--- src/rtl/clock_pkg.sv ---
// rtl/clock_pkg.sv - shared state, field codes and limits for the clock set controller
package clock_pkg;

    typedef enum logic [1:0] {
        ST_RUN   = 2'b00,
        ST_SET_H = 2'b01,
        ST_SET_M = 2'b10,
        ST_SET_S = 2'b11
    } state_t;

    localparam logic [1:0] FIELD_NONE    = 2'b00;
    localparam logic [1:0] FIELD_HOURS   = 2'b01;
    localparam logic [1:0] FIELD_MINUTES = 2'b10;
    localparam logic [1:0] FIELD_SECONDS = 2'b11;

    localparam logic [5:0] SEC_MAX  = 6'd59;
    localparam logic [5:0] MIN_MAX  = 6'd59;
    localparam logic [5:0] HOUR_MAX = 6'd23;

    // Anything at or past the limit rolls to 0, so an out-of-range capture still edits into range.
    function automatic logic [5:0] wrap_inc(input logic [5:0] v, input logic [5:0] max);
        return (v >= max) ? 6'd0 : v + 6'd1;
    endfunction

endpackage

--- src/rtl/tick_prescaler.sv ---
// rtl/tick_prescaler.sv - divides the system clock down to a one-second wrap strobe
module tick_prescaler #(
    parameter int CLK_DIV = 50000000
) (
    input  logic i_clk,
    input  logic i_reset,
    input  logic i_clear,
    output logic o_sec_wrap,
    output logic o_low_half
);

    localparam int W = $clog2(CLK_DIV);
    localparam logic [W-1:0] LAST = W'(CLK_DIV - 1);
    localparam logic [W-1:0] HALF = W'(CLK_DIV / 2);

    logic [W-1:0] r_count;

    always_ff @(posedge i_clk) begin
        if (i_reset || i_clear) begin
            r_count <= '0;
        end else if (o_sec_wrap) begin
            r_count <= '0;
        end else begin
            r_count <= r_count + W'(1);
        end
    end

    assign o_sec_wrap = (r_count == LAST);
    assign o_low_half = (r_count < HALF);

endmodule

--- src/rtl/clock_set_controller.sv ---
// rtl/clock_set_controller.sv - one-second tick generation and button-driven time set FSM
module clock_set_controller
    import clock_pkg::*;
#(
    parameter int CLK_DIV   = 50000000,
    parameter int TIMEOUT_S = 30
) (
    input  logic       i_clk,
    input  logic       i_reset,
    input  logic       i_mode_btn,
    input  logic       i_inc_btn,
    input  logic [5:0] i_cur_seconds,
    input  logic [5:0] i_cur_minutes,
    input  logic [5:0] i_cur_hours,
    output logic       o_tick_en,
    output logic       o_load,
    output logic [5:0] o_set_seconds,
    output logic [5:0] o_set_minutes,
    output logic [5:0] o_set_hours,
    output logic [1:0] o_field_sel,
    output logic       o_blink
);

    localparam logic [5:0] TIMEOUT_V = 6'(TIMEOUT_S);

    state_t     r_state;
    state_t     w_state_next;
    logic       r_mode_q;
    logic       r_inc_q;
    logic [5:0] r_timeout_cnt;
    logic       w_mode_p;
    logic       w_inc_p;
    logic       w_timeout;
    logic       w_load_next;
    logic       w_sec_wrap;
    logic       w_low_half;

    assign w_mode_p    = i_mode_btn & ~r_mode_q;
    assign w_inc_p     = i_inc_btn & ~r_inc_q;
    assign w_load_next = (r_state == ST_SET_S) && w_mode_p;

    // Clearing on the load edge makes the first tick after a set land a full second later.
    tick_prescaler #(.CLK_DIV(CLK_DIV)) u_prescaler (
        .i_clk      (i_clk),
        .i_reset    (i_reset),
        .i_clear    (w_load_next),
        .o_sec_wrap (w_sec_wrap),
        .o_low_half (w_low_half)
    );

    always_comb begin
        w_state_next = r_state;
        w_timeout    = (r_state != ST_RUN) && (r_timeout_cnt == TIMEOUT_V);
        case (r_state)
            ST_RUN:   if (w_mode_p) w_state_next = ST_SET_H;
            ST_SET_H: if (w_mode_p) w_state_next = ST_SET_M; else if (w_timeout) w_state_next = ST_RUN;
            ST_SET_M: if (w_mode_p) w_state_next = ST_SET_S; else if (w_timeout) w_state_next = ST_RUN;
            ST_SET_S: if (w_mode_p || w_timeout) w_state_next = ST_RUN;
            default:  w_state_next = ST_RUN;
        endcase
    end

    always_ff @(posedge i_clk) begin
        if (i_reset) begin
            r_state   <= ST_RUN;
            r_mode_q  <= 1'b0;
            r_inc_q   <= 1'b0;
            o_tick_en <= 1'b0;
            o_load    <= 1'b0;
        end else begin
            r_state   <= w_state_next;
            r_mode_q  <= i_mode_btn;
            r_inc_q   <= i_inc_btn;
            o_tick_en <= w_sec_wrap && (r_state == ST_RUN);
            o_load    <= w_load_next;
        end
    end

    always_ff @(posedge i_clk) begin
        if (i_reset || r_state == ST_RUN || w_state_next == ST_RUN || w_mode_p || w_inc_p) begin
            r_timeout_cnt <= 6'd0;
        end else if (w_sec_wrap) begin
            r_timeout_cnt <= r_timeout_cnt + 6'd1;
        end
    end

    // Mode and timeout both take priority over an increment in the same cycle.
    always_ff @(posedge i_clk) begin
        if (i_reset) begin
            o_set_hours   <= 6'd0;
            o_set_minutes <= 6'd0;
            o_set_seconds <= 6'd0;
        end else if (r_state == ST_RUN) begin
            if (w_mode_p) begin
                o_set_hours   <= i_cur_hours;
                o_set_minutes <= i_cur_minutes;
                o_set_seconds <= i_cur_seconds;
            end
        end else if (w_inc_p && !w_mode_p && !w_timeout) begin
            case (r_state)
                ST_SET_H: o_set_hours   <= wrap_inc(o_set_hours, HOUR_MAX);
                ST_SET_M: o_set_minutes <= wrap_inc(o_set_minutes, MIN_MAX);
                ST_SET_S: o_set_seconds <= wrap_inc(o_set_seconds, SEC_MAX);
                default:  ;
            endcase
        end
    end

    always_comb begin
        o_field_sel = FIELD_NONE;
        case (r_state)
            ST_SET_H: o_field_sel = FIELD_HOURS;
            ST_SET_M: o_field_sel = FIELD_MINUTES;
            ST_SET_S: o_field_sel = FIELD_SECONDS;
            default:  o_field_sel = FIELD_NONE;
        endcase
    end

    assign o_blink = (r_state != ST_RUN) && w_low_half;

endmodule

--- config.mk ---
export PLATFORM = sky130hd
export DESIGN_NAME = clock_set_controller
export DESIGN_NICKNAME = d
export VERILOG_FILES = /design/src/rtl/clock_pkg.sv /design/src/rtl/tick_prescaler.sv /design/src/rtl/clock_set_controller.sv
export SDC_FILE = /design/constraint.sdc
export NUM_CORES = 1
export LEC_CHECK = 0
export ABC_AREA = 1
export BUFFER_PORTS_ARGS = -buffer_cell sky130_fd_sc_hd__buf_2
export CAP_MARGIN = 20
export CORE_MARGIN = 2
export CORE_UTILIZATION = 40
export CTS_CLUSTER_DIAMETER = 40
export CTS_CLUSTER_SIZE = 8
export DETAILED_ROUTE_END_ITERATION = 10
export PLACE_DENSITY_LB_ADDON = 0.1
export SLEW_MARGIN = 20
export SYNTH_ARGS = -nofsm -noshare
export SYNTH_HDL_FRONTEND = slang
export SYNTH_HIERARCHICAL = 1
export SYNTH_SLANG_ARGS = --single-unit
--- constraint.sdc ---
create_clock -name i_clk -period 2.35 [get_ports i_clk]
set_input_delay 0.235 -clock i_clk [delete_from_list [all_inputs] [get_ports i_clk]]
set_output_delay 0.235 -clock i_clk [all_outputs]
set_load 0.05 [all_outputs]
=== Word-level counts from Yosys, hierarchy flattened ===
Cells that the tools add are included.

* Input bits: 22
* Output and inout port bits: 23
* Word-level logic and storage cells: 76
* Register bits after elaboration: 56

* Reduce and logical (&&, ||, !) cells: 25
* Bitwise operators: 4
* Equality and inequality tests: 6
* $add $sub $neg: 5
* Multiplexer cells: 22
* Order comparisons: 4

{| class="wikitable"
|+ Operators by type and width
! operator !! count
|-
| $mux 6 || 15
|-
| $add 26x1->26 const B || 1
|-
| $eq 26x26->1 const B || 1
|-
| $lt 26x25->1 const B || 1
|-
| $add 6x1->6 const B || 4
|-
| $ge 6x6->1 const B || 2
|-
| $mux 2 || 5
|-
| $reduce_bool 2->1 || 5
|-
| $reduce_and 3->1 || 3
|-
| $pmux 2 s4 || 1
|-
| $eq 6x5->1 const B || 1
|-
| $ge 6x5->1 const B || 1
|-
| $logic_and 1x1->1 || 6
|-
| $logic_or 1x1->1 || 6
|-
| $pmux 2 s3 || 1
|-
| $eq 2x2->1 const B || 2
|-
| $logic_not 2->1 || 2
|-
| $and 1x1->1 || 2
|-
| $eq 2x1->1 const B || 1
|-
| $logic_not 1->1 || 2
|-
| $ne 2x2->1 const B || 1
|-
| $not 1->1 || 2
|-
| $reduce_or 2->1 || 1
|}

=== Logic depth before layout (Yosys ltp) ===
* Depth in word-level cells: 9
* Mapped depth: 11
* Mapped depth without buffers: 11

=== Hierarchy ===
Netlist, hierarchy kept.

{| class="wikitable"
|+ Modules (own cells, without submodules)
! module !! sequential area each (um^2) !! area an instance (um^2) !! times used !! cells each
|-
| clock_set_controller || 600.6 || 1779.2 || 1 || 273
|-
| tick_prescaler || 520.5 || 1507.7 || 1 || 238
|}

=== Worst setup path before layout ===
No wires, ideal clock.

* Kind: flip-flop to output port
* Start point: register r_state[1]
* End point: output port o_field_sel[1]
* Stages on the path, launching flop included: 6
* Setup slack: 0.418 ns
* Arrival time: 1.697 ns
* Path buffers: 2
* Cells stage by stage: dfxtp_1 -> inv_1 -> ha_1 -> buf_6 -> buf_2 -> a21oi_1

* Cells in the longest elaborated chain, start to end: 2
* Elaborated cells on any way between the ends: 4
* Those cells by class: 3 x eq/ne; 1 x mux

{| class="wikitable"
|+ RTL lines
! item !! line !! text
|-
| start: declaration || clock_set_controller.sv:26 || <nowiki>state_t r_state;</nowiki>
|-
| start signal: assignment || clock_set_controller.sv:71 || <nowiki>r_state <= w_state_next;</nowiki>
|-
| $eq 2x2->1 / $eq 2x1->1 (equally long branches) || clock_set_controller.sv:111 || <nowiki>case (r_state)</nowiki>
|-
| $pmux 2 s3 * || clock_set_controller.sv:111 ||
|-
| end: declaration || clock_set_controller.sv:20 || <nowiki>output logic [1:0] o_field_sel,</nowiki>
|}

Mark *: on every way between the ends. The rest lies on a longest branch, timed or not.

=== Worst setup path after layout ===
* Start point: register u_prescaler.r_count[13]
* End point: output port o_blink

* Cells in the longest elaborated chain, start to end: 2

{| class="wikitable"
|+ RTL lines
! item !! line !! text
|-
| start: declaration || tick_prescaler.sv:16 || <nowiki>logic [W-1:0] r_count;</nowiki>
|-
| start signal: assignment || tick_prescaler.sv:24 || <nowiki>r_count <= r_count + W'(1);</nowiki>
|-
| $lt 26x25->1 || tick_prescaler.sv:29 || <nowiki>assign o_low_half = (r_count < HALF);</nowiki>
|-
| via w_low_half || clock_set_controller.sv:36 || <nowiki>logic w_low_half;</nowiki>
|-
| $logic_and 1x1->1 || clock_set_controller.sv:119 || <nowiki>assign o_blink = (r_state != ST_RUN) && w_low_half;</nowiki>
|-
| end: declaration || clock_set_controller.sv:21 || <nowiki>output logic o_blink</nowiki>
|}

The timed path passes the listed nets, and every way through them passes these cells.

==> flow_metrics.tcl <==
set metrics [dict create \
    antenna_found_initial 0 \
    clk_latency_ns 0.31 \
    cts_htree_levels 2 \
    arrival_ns 1.75 \
    leakage_nw 1.61 \
    synth_top_area_share_pct 34.1 \
    track_usage_pct 17.1 \
    drive_above_1_share_pct 14.7 \
    synthToLayoutAreaGrowth_pct 12.5 \
    grt_remaining_overflow 0 \
    final_core_utilization_pct 45.7 \
    io_pins 45 \
    status "complete, no violations" \
    ir_worst_vdd_mv 0.248 \
    postSynthAreaPerCell_um2 6.43 \
    die_w_um 94.7 \
    initial_core_util_pct 40.6 \
    ys_ff_latch 56 \
    power_density_mw_per_mm2 577 \
    viasPerCell 4.68 \
    wl_per_cell_um 11.1 \
    grt_pass1_vias 2761 \
    drt-initial-drc-count 141 \
    setup_viol 0 \
    ctsResizeCount 0 \
    gp_routability_congestion 0.902 \
    slew_violations 0 \
    rows 33 \
    hold_buffers 0 \
    synth_cell_types 29 \
    timing_worst_setup_path_type "reg2out" \
    grt_start_max_net_pins 27 \
    syn-num-nets 543 \
    cts_setup_buffers 0 \
    wirelength_um 7340 \
    final_cell_mix "nand2_1, nor2_1, inv_1" \
    ys.warnings.count 6 \
    grt_first_pass_wirelength_um 12400 \
    syn_area_mm2 0.00329 \
    worst_slack_ns 0.367 \
    worst_pin_slew_ns 0.394 \
    synth_area_leaders "dfxtp_1, nand2_1, nor2_1" \
    worst_hold_path_type "in2reg" \
    die_h_um 94.7 \
    post-route-period-util_pct 84.4 \
    fin_setup_tns_ns 0 \
    clock_path_buffers 2 \
    drc_errors 0 \
    io_buffers 44 \
    core_area_mm2 0.00809 \
    num-nets-final 589 \
    hold_violations 0 \
    fin_skew_ns 0.00519 \
    fp.dieArea_mm2 0.00896 \
    postRouteAntennaNets 0 \
    syn_inst 511 \
    endpoint_kind "output port" \
    cp.required_ns 2.12 \
    final_common_cell "nand2_1" \
    fin_crit_ns 1.98 \
    tritoncts "yes" \
    crit_fanout 4 \
    cts-root-buf "clkbuf_8" \
    dp_hpwl_um 5580 \
    relSlewSlack_pct 73.7 \
    max_freq_mhz 504 \
    drt_pass1_iterations 5 \
    holdWs_ns 0.128 \
    clk_pin_slew_worst_paths_ns 0.10 \
    vias 3102 \
    timing.max_cap.violations 0 \
    cp-start-kind "flop" \
    yosys.area.top_type "dfxtp_1" \
    place_ws_ns 0.483 \
    rsz0062_at_grt "no" \
    synth-seq-area-share_pct 34.1 \
    cts_buffers 5 \
    cts.sinks 56 \
    diodes 0 \
]
report_power, final:
| group | total (mW) | internal (mW) | switching (mW) |
|---|---|---|---|
| Clock | 0.555 | 0.220 | 0.335 |
| Sequential | 1.05 | 1.00 | 0.0539 |
| Combinational | 0.526 | 0.144 | 0.382 |
| Total | 2.14 | 1.36 | 0.771 |
final cells by class:
cell class / count / area (um2)
fill: 896 / 4400
multi-input combinational: 384 / 1870
clock inverter: 3 / 27.5
clock buffer: 5 / 68.8
sequential: 56 / 1120
tap: 105 / 131
timing repair buffer: 46 / 235
inverter: 64 / 243
per-stage QoR:
step | cell area (um2) | total power, mW | instances
after floorplan | 3290 | 1.48 | 511
after global placement | 3600 | 1.60 | 655
after detailed placement | 3600 | 1.61 | 655
after CTS | 3700 | 2.18 | 663
after global routing | 3700 | 2.28 | 663
final | 3700 | 2.14 | 663
registers in the layout (all words and copies together) (netlist names):
signal               count
r_inc_q                  1
o_tick_en                1
o_set_hours              6
o_load                   1
r_state                  2
o_set_minutes            6
o_set_seconds            6
u_prescaler/r_count     26
r_mode_q                 1
r_timeout_cnt            6
critical path, cell delays in order (launching register included):
cell and delay, ns:
dfxtp_1 0.41, nand2_1 0.09, nor2_1 0.21, inv_1 0.07, o21ai_0 0.16, nand2_1 0.08, nand2_1 0.06, nor2_1 0.05
inv_1 0.05, nor2_1 0.04, buf_2 0.22
synthesized netlist by cell type (all sizes together):
| cell type | n |
|---|---|
| dfxtp | 56 |
| nand3 | 34 |
| buf | 6 |
| or2 | 1 |
| clkbuf | 1 |
| nand3b | 1 |
| nand4 | 4 |
| nand2 | 150 |
| nor3 | 4 |
| ha | 10 |
| nor4 | 1 |
| nor2 | 121 |
| o21ai | 27 |
| xor2 | 13 |
| xnor2 | 7 |
| inv | 64 |
| a21oi | 11 |
worst paths after layout:
kind | startpoint | to | slack (ns) | cells past startpoint
worst min-delay path | i_inc_btn | r_inc_q | 0.13 | 3
worst max register to register | u_prescaler/r_count[0] | r_timeout_cnt[5] | 0.48 | 10
worst min register to register | u_prescaler/r_count[0] | u_prescaler/r_count[0] | 0.46 | 1
worst max-delay path | u_prescaler/r_count[13] | o_blink | 0.37 | 10
layer usage:
layer	track usage (%)	part of all wire, %	vias to the layer above
li1	-	-	1665
met5	0	0	-
met1	23.5	49	1355
met2	27.5	44	74
met4	4.83	1.4	0
met3	2.95	5.2	8
cell families after synthesis:
kind of cell | count (synthesis) | synth area share [%]
buffers and inverters | 71 | 8.98
and+or+nand+nor | 316 | 41.5
xor gates and xnor gates | 20 | 5.33
DFF | 56 | 34.1
adders and majority gates | 10 | 3.81
AOI/OAI and AO/OA | 38 | 6.24
(Power assumes the default switching activity.)
